File: config.mk
export PLATFORM = sky130hd
export DESIGN_NAME = dmem_access_ctrl
export DESIGN_NICKNAME = d
export VERILOG_FILES = /design/src/rtl/dmem_access_ctrl.sv
export SDC_FILE = /design/constraint.sdc
export NUM_CORES = 1
export LEC_CHECK = 0
export CAP_MARGIN = 20
export CORE_AREA = 8 8 159 161
export DETAILED_ROUTE_END_ITERATION = 16
export DIE_AREA = 0 0 167 169
export GPL_TIMING_DRIVEN = 1
export PLACE_DENSITY_LB_ADDON = 0.3
export SLEW_MARGIN = 20
export SYNTH_ARGS = -nofsm -noshare
export SYNTH_HDL_FRONTEND = slang
export SYNTH_SLANG_ARGS = --single-unit
File: constraint.sdc
create_clock -name clk -period 2.8 [get_ports clk]
set_input_delay 0.56 -clock clk [delete_from_list [all_inputs] [get_ports clk]]
set_output_delay 0.56 -clock clk [all_outputs]
set_load 0.02 [all_outputs]
File: src/rtl/dmem_access_ctrl.sv
//==============================================================================
// Module      : dmem_access_ctrl
// Description : Sequencer between the MEM stage and data_mem. Aligned accesses
//               pass through; misaligned ones use full-line read-modify-write,
//               and line-crossing ones are split over two cycles.
//               Optional feature macro: DMEM_MISALIGN_SPLIT_EN
// Revision    : 1.0 - initial release
//==============================================================================
`default_nettype none

`ifndef DMEM_MEMTYPE_DEFS
`define DMEM_MEMTYPE_DEFS
`define MemTypeBusBits 2:0
`define DataBusBits    63:0
`define MemTypeB       3'd1
`define MemTypeH       3'd2
`define MemTypeW       3'd3
`define MemTypeD       3'd4
`define MemTypeBU      3'd5
`define MemTypeHU      3'd6
`define MemTypeWU      3'd7
`endif

module dmem_access_ctrl #(
    parameter int MEM_LINES = 2048
) (
    input  logic                   clk,
    input  logic                   rst,
    input  logic                   req_valid,
    input  logic                   req_we,
    input  logic [`MemTypeBusBits] req_memType,
    input  logic [`DataBusBits]    req_addr,
    input  logic [`DataBusBits]    req_wd,
    output logic                   req_ready,
    output logic [`DataBusBits]    rsp_rd,
    output logic                   misalign_err,
    output logic [31:0]            split_cnt,
    output logic                   mem_we,
    output logic [`MemTypeBusBits] mem_memType,
    output logic [`DataBusBits]    mem_addr,
    output logic [`DataBusBits]    mem_wd,
    input  logic [`DataBusBits]    mem_rd
);

    localparam int c_line_w = $clog2(MEM_LINES);
`ifdef DMEM_MISALIGN_SPLIT_EN
    localparam bit c_split_en = 1'b1;
`else
    localparam bit c_split_en = 1'b0;
`endif

    typedef enum logic [0:0] {S_IDLE = 1'b0, S_SECOND = 1'b1} state_t;

    state_t                r_state;
    logic [2:0]            r_type;
    logic [2:0]            r_off;
    logic [c_line_w-1:0]   r_line;
    logic [63:0]           r_wd;
    logic                  r_we;
    logic [63:0]           r_lo_line;
    logic [31:0]           r_split_cnt;

    function automatic logic [3:0] f_size(input logic [2:0] t);
        case (t)
            `MemTypeB, `MemTypeBU: f_size = 4'd1;
            `MemTypeH, `MemTypeHU: f_size = 4'd2;
            `MemTypeW, `MemTypeWU: f_size = 4'd4;
            `MemTypeD:             f_size = 4'd8;
            default:               f_size = 4'd0;
        endcase
    endfunction

    function automatic logic [63:0] f_mask(input logic [3:0] sz);
        case (sz)
            4'd1:    f_mask = 64'h0000_0000_0000_00FF;
            4'd2:    f_mask = 64'h0000_0000_0000_FFFF;
            4'd4:    f_mask = 64'h0000_0000_FFFF_FFFF;
            4'd8:    f_mask = '1;
            default: f_mask = '0;
        endcase
    endfunction

    function automatic logic [63:0] f_extract(input logic [63:0] v, input logic [2:0] t);
        case (t)
            `MemTypeB:  f_extract = {{56{v[7]}},  v[7:0]};
            `MemTypeH:  f_extract = {{48{v[15]}}, v[15:0]};
            `MemTypeW:  f_extract = {{32{v[31]}}, v[31:0]};
            `MemTypeBU: f_extract = {56'd0, v[7:0]};
            `MemTypeHU: f_extract = {48'd0, v[15:0]};
            `MemTypeWU: f_extract = {32'd0, v[31:0]};
            `MemTypeD:  f_extract = v;
            default:    f_extract = '0;
        endcase
    endfunction

    // In SECOND every decode comes from the latched request, never from req_*.
    logic                w_second;
    logic [2:0]          w_type;
    logic [2:0]          w_off;
    logic [c_line_w-1:0] w_line;
    logic [c_line_w-1:0] w_line_sel;
    logic [63:0]         w_wd;
    logic [3:0]          w_size;
    logic                w_known;
    logic                w_mis;
    logic                w_cross;
    logic [5:0]          w_shamt;
    logic [127:0]        w_mask128;
    logic [127:0]        w_data128;
    logic [127:0]        w_rd128;
    logic [63:0]         w_half_mask;
    logic [63:0]         w_half_data;
    logic [63:0]         w_merge;
    logic [63:0]         w_load;
    logic [63:0]         w_line_base;
    logic                w_go_split;

    assign w_second    = (r_state == S_SECOND);
    assign w_type      = w_second ? r_type : req_memType;
    assign w_off       = w_second ? r_off  : req_addr[2:0];
    assign w_line      = w_second ? r_line : req_addr[3 +: c_line_w];
    assign w_wd        = w_second ? r_wd   : req_wd;
    assign w_size      = f_size(w_type);
    assign w_known     = (w_size != 4'd0);
    assign w_mis       = w_known && (({1'b0, w_off} & (w_size - 4'd1)) != 4'd0);
    assign w_cross     = w_known && (({1'b0, w_off} + w_size) > 4'd8);
    assign w_shamt     = {w_off, 3'b000};
    assign w_mask128   = {64'd0, f_mask(w_size)} << w_shamt;
    assign w_data128   = {64'd0, w_wd} << w_shamt;
    assign w_rd128     = w_second ? {mem_rd, r_lo_line} : {64'd0, mem_rd};
    assign w_half_mask = w_second ? w_mask128[127:64] : w_mask128[63:0];
    assign w_half_data = w_second ? w_data128[127:64] : w_data128[63:0];
    assign w_merge     = (mem_rd & ~w_half_mask) | (w_half_data & w_half_mask);
    assign w_load      = f_extract(64'(w_rd128 >> w_shamt), w_type);
    assign w_line_sel  = !w_second ? w_line :
                         (w_line == c_line_w'(MEM_LINES - 1)) ? '0 : w_line + c_line_w'(1);

    always_comb begin
        w_line_base = '0;
        w_line_base[3 +: c_line_w] = w_line_sel;
    end

    always_comb begin
        req_ready    = 1'b1;
        mem_we       = 1'b0;
        mem_memType  = req_memType;
        mem_addr     = req_addr;
        mem_wd       = req_wd;
        rsp_rd       = '0;
        misalign_err = 1'b0;
        w_go_split   = 1'b0;
        if (rst) begin
            req_ready = 1'b1;
        end else if (w_second) begin
            mem_memType = `MemTypeD;
            mem_addr    = w_line_base;
            mem_we      = r_we;
            mem_wd      = w_merge;
            rsp_rd      = r_we ? 64'd0 : w_load;
        end else if (req_valid && w_known) begin
            if (!w_mis) begin
                mem_we = req_we;
                rsp_rd = mem_rd;
            end else if (!c_split_en) begin
                misalign_err = 1'b1;
            end else begin
                mem_memType = `MemTypeD;
                mem_addr    = w_line_base;
                mem_we      = req_we;
                mem_wd      = w_merge;
                if (w_cross) begin
                    req_ready  = 1'b0;
                    w_go_split = 1'b1;
                end else begin
                    rsp_rd = req_we ? 64'd0 : w_load;
                end
            end
        end
    end

    always_ff @(posedge clk or posedge rst) begin
        if (rst) begin
            r_state     <= S_IDLE;
            r_type      <= '0;
            r_off       <= '0;
            r_line      <= '0;
            r_wd        <= '0;
            r_we        <= 1'b0;
            r_lo_line   <= '0;
            r_split_cnt <= '0;
        end else begin
            case (r_state)
                S_IDLE: begin
                    if (w_go_split) begin
                        r_state   <= S_SECOND;
                        r_type    <= req_memType;
                        r_off     <= req_addr[2:0];
                        r_line    <= req_addr[3 +: c_line_w];
                        r_wd      <= req_wd;
                        r_we      <= req_we;
                        r_lo_line <= mem_rd;
                    end
                end
                S_SECOND: begin
                    r_state     <= S_IDLE;
                    r_split_cnt <= r_split_cnt + 32'd1;
                end
                default: r_state <= S_IDLE;
            endcase
        end
    end

    assign split_cnt = r_split_cnt;

endmodule

`default_nettype wire
## Yosys cells after proc, flatten, opt, wreduce, memory -nomap -nowiden

Cells that the tools add are included.

| cells by class | value |
|---|---|
| add/sub/neg operators | 1 |
| multiply operators | 0 |
| div/mod/pow operators | 0 |
| magnitude comparators | 0 |
| equal/unequal tests | 7 |
| shift-type cells | 0 |
| multiplexer cells | 10 |
| bitwise logic cells | 1 |
| reductions and logical operators | 7 |

Operators by type and width:

| cell | number |
|---|---|
| $mux 64 | 3 |
| $pmux 4 s4 | 1 |
| $eq 3x3->1 const B | 4 |
| $reduce_bool 4->1 | 2 |
| $eq 3x2->1 const B | 2 |
| $mux 1 | 6 |
| $reduce_or 2->1 | 3 |
| $and 3x4->4 | 1 |
| $sub 4x1->4 const B | 1 |
| $eq 3x1->1 const B | 1 |
| $logic_and 1x1->1 | 2 |

| word-level totals | value |
|---|---|
| bits in registers | 0 |
| bits in latches | 0 |
| bits in writable memories | 0 |
| ROM bits | 0 |
| bits of input ports | 199 |
| output and inout bits | 230 |
| word-level logic and storage cells | 26 |
| memories | 0 |

## Longest topological paths before layout

| depth | value |
|---|---|
| depth in word-level cells | 10 |
| depth in mapped cells | 7 |
| gate-level depth less buffers | 5 |

## Least setup slack after synthesis

Ideal clock, no wire load.

| timing | value |
|---|---|
| path type | in2out |
| from | input req_memType[1] |
| to | output rsp_rd[54] |
| data arrival time | 2.169 ns |
| required time | 2.240 ns |
| setup slack | 0.071 ns |
| cell stages on the path | 6 |
| path buffers | 1 |
| cells stage by stage | nand2b_1 -> ha_1 -> inv_1 -> a22o_1 -> clkbuf_1 -> nor4_1 |

| on the way | value |
|---|---|
| word-level cells in the longest chain between the ends | 10 |
| elaborated cells on any way between the ends | 20 |
| classes of those cells | add/sub (1); eq/ne (7); mux (4); bitwise (1); reduce/logical (7) |

Ends and longest elaborated chain:

| what | line | source |
|---|---|---|
| start: declaration | 31 | `` input logic [`MemTypeBusBits] req_memType, `` |
| $eq 3x3->1 (tied with other cells) | 64, 84 |  |
| $reduce_or 2->1 | 64 | `case (t)` |
| $pmux 4 s4 (*) | 64 |  |
| $sub 4x1->4 | 125 | `assign w_mis = w_known && (({1'b0, w_off} & (w_size - 4'd1)) != 4'd0);` |
| $and 3x4->4 | 125 |  |
| $reduce_bool 4->1 | 125 |  |
| $logic_and 1x1->1 | 125 |  |
| $mux 64 | 161 | `if (!w_mis) begin` |
| $mux 64 (*) | 160 | `end else if (req_valid && w_known) begin` |
| $mux 64 (*) | 152 | `if (rst) begin` |
| end: declaration | 35 | `` output logic [`DataBusBits] rsp_rd, `` |

Mark *: on every way between the ends. The rest lies on a longest branch, timed or not.

## Final worst setup path

| timing | value |
|---|---|
| from | input req_memType[1] |
| to | output rsp_rd[42] |

The elaborated chain is that of the path after synthesis.

==> qor.yml <==
routedWlPerCell_um: 15.8
antennaDiodeCount: 0
fp.dieH_um: 169
seq_area_um2: 0
holdPathStages: 0
fmax_mhz: 366
drc: 0
die_x_um: 167
synthCells: 329
cts_hold_buf: 0
pwr_density_cell_nw_per_um2: 152
hpwl_mm: 7.77
p_leak_nw: 1.53
clkPwrFrac: 0
cp-start-kind: "primary input"
ant_nets: 0
worstPathRequired_ps: 2240
grt_pass1_wl_mm: 14.5
num_vias: 2045
internal_power_mw: 0.234
worstHoldStart: "req_addr[56]"
portBuffers: 145
clock_buffers: 0
hold_path_end: "mem_addr[56]"
layout_commonest_cell: "clkdlybuf4s50_1"
drt_iter0_markers: 23
setup_viol: 0
seq_power_share: 0
period_needed_ps: 2740
viasPerCell: 3.14
worst_ep_arrival_time_ps: 2180
nets: 564
max_cap_violations: 0
grt_pass1_vias: 2336
drive_gt1_frac: 0.423
placed_cells: 648
core_um2: 22900
seq_cell_count: 0
yosysUniqueCellTypes: 18
rsz0062_at_grt: "true"
start_util: 0.104
area_delta_synth_final_pct: 39.3
syn-cell-area_um2: 2380
fin_setup_tns_ps: 0
place_congestion: 0.627
ios: 429
period_share: 0.977
drt_first_pass_iters: 4
status: "finished clean"
endpoint_kind: "output pin"
irDropWorstVdd_uv: 54.3
slew_violations: 0
synth_area_per_cell_um2: 7.24
grt_max_degree: 27
die_area_um2: 28200
layout_common_cells: "clkdlybuf4s50_1 (74), inv_1 (65), buf_4 (40), buf_2 (37), nor4_2 (36)"
overflow: 0
crit_type: "primary input to output pin"
nFillCells: 2653
track_usage: 0.0655
p_sw_mw: 0.269
fin_cells: 652
ys_warn_count: 0
hold_viol_final: 0
comb_power_share: 1.000
min_path_type: "primary input to output pin"
ys_seq_area_frac: 0
sw_frac_of_total: 0.535
wirelength_mm: 10.3
rows: 56
worstPathMaxFanout: 12
antenna_found_initial: 0
timing repair:
item,4_1_cts,5_1_grt
pin swaps,3,2
buffers inserted,0,0
resized for setup,288,39
endpoints found under the setup margin,66,32
hold endpoints to repair,0,0
cloned,3,1
cell type report:
type / count / area, µm² / share of cell area
inverter: 66 / 253 / 0.0762
timing repair buffer: 185 / 1650 / 0.498
tap: 290 / 363 / 0.109
multi-input combinational: 111 / 1050 / 0.316
critical path: stages:
cell           delay [ps]
buf_8                 100
nand2b_4              140
ha_4                  280
inv_6                  40
a22o_4                350
nor4_2                270
dlygate4sd2_1         420
layer usage:
metal | track usage | wire (µm) | vias to the layer above
met5 | 0 | 0 | -
met4 | 0.0572 | 969 | 0
met3 | 0.0326 | 1440 | 84
met2 | 0.111 | 4870 | 182
met1 | 0.0575 | 3050 | 862
li1 | - | - | 917
synthesized netlist by cell type:
library cell  instances  area (µm²)
buf_6                 5        56.3
o21ba_2               1        10.0
ha_1                  1        12.5
nor4_1               25         156
a22o_1                1        8.76
nand2b_1              2        12.5
a21boi_1              1        7.51
conb_1                2        7.51
o21ai_1               1        5.00
nand3b_1              1        7.51
buf_4               171        1280
a21bo_2               1        10.0
inv_1                66         248
nor3b_1               1        7.51
buf_2                 6        30.0
nor4_2               40         500
nor2b_1               1        6.26
clkbuf_1              3        11.3
logic make-up after synthesis:
group	share of synthesized area
buffers and inverters	0.684
and+or+nand+nor	0.290
AOI/OAI and AO/OA	0.0173
other	0.00315
adders and majority gates	0.00525
per-stage QoR:
stage | setup WS (ps) | hold WS, ps | total power [mW] | cell area (µm²) | util
finish | 64.6 | 1120 | 0.503 | 3320 | 0.145
global route | -1.17 | 1120 | 0.542 | 3320 | 0.145
CTS | -23.7 | 1120 | 0.498 | 3280 | 0.143
detailed placement | -1020 | 1120 | 0.463 | 3340 | 0.146
global placement | -1030 | 1120 | 0.465 | 3340 | 0.146
floorplan | 70.5 | 1230 | 0.520 | 2500 | -
power groups by stage:
| stage | sequential (mW) | clock [mW] | combinational, mW |
|---|---|---|---|
| final | 0 | 0 | 0.503 |
| after global routing | 0 | 0 | 0.542 |
| after CTS | 0 | 0 | 0.498 |
| after detailed placement | 0 | 0 | 0.463 |
| after global placement | 0 | 0 | 0.465 |
| after floorplan | 0 | 0 | 0.520 |
how the worst max path moves through the flow:
stage	end	slack (ps)	from
floorplan	rsp_rd[54]	70	req_memType[1]
global placement	rsp_rd[20]	-1030	req_memType[1]
detailed placement	rsp_rd[20]	-1020	req_memType[1]
CTS	rsp_rd[20]	-20	req_memType[1]
global route	rsp_rd[20]	-1	req_memType[1]
finish	rsp_rd[42]	60	req_memType[1]
Note: power is estimated with default switching activity, not from simulation.
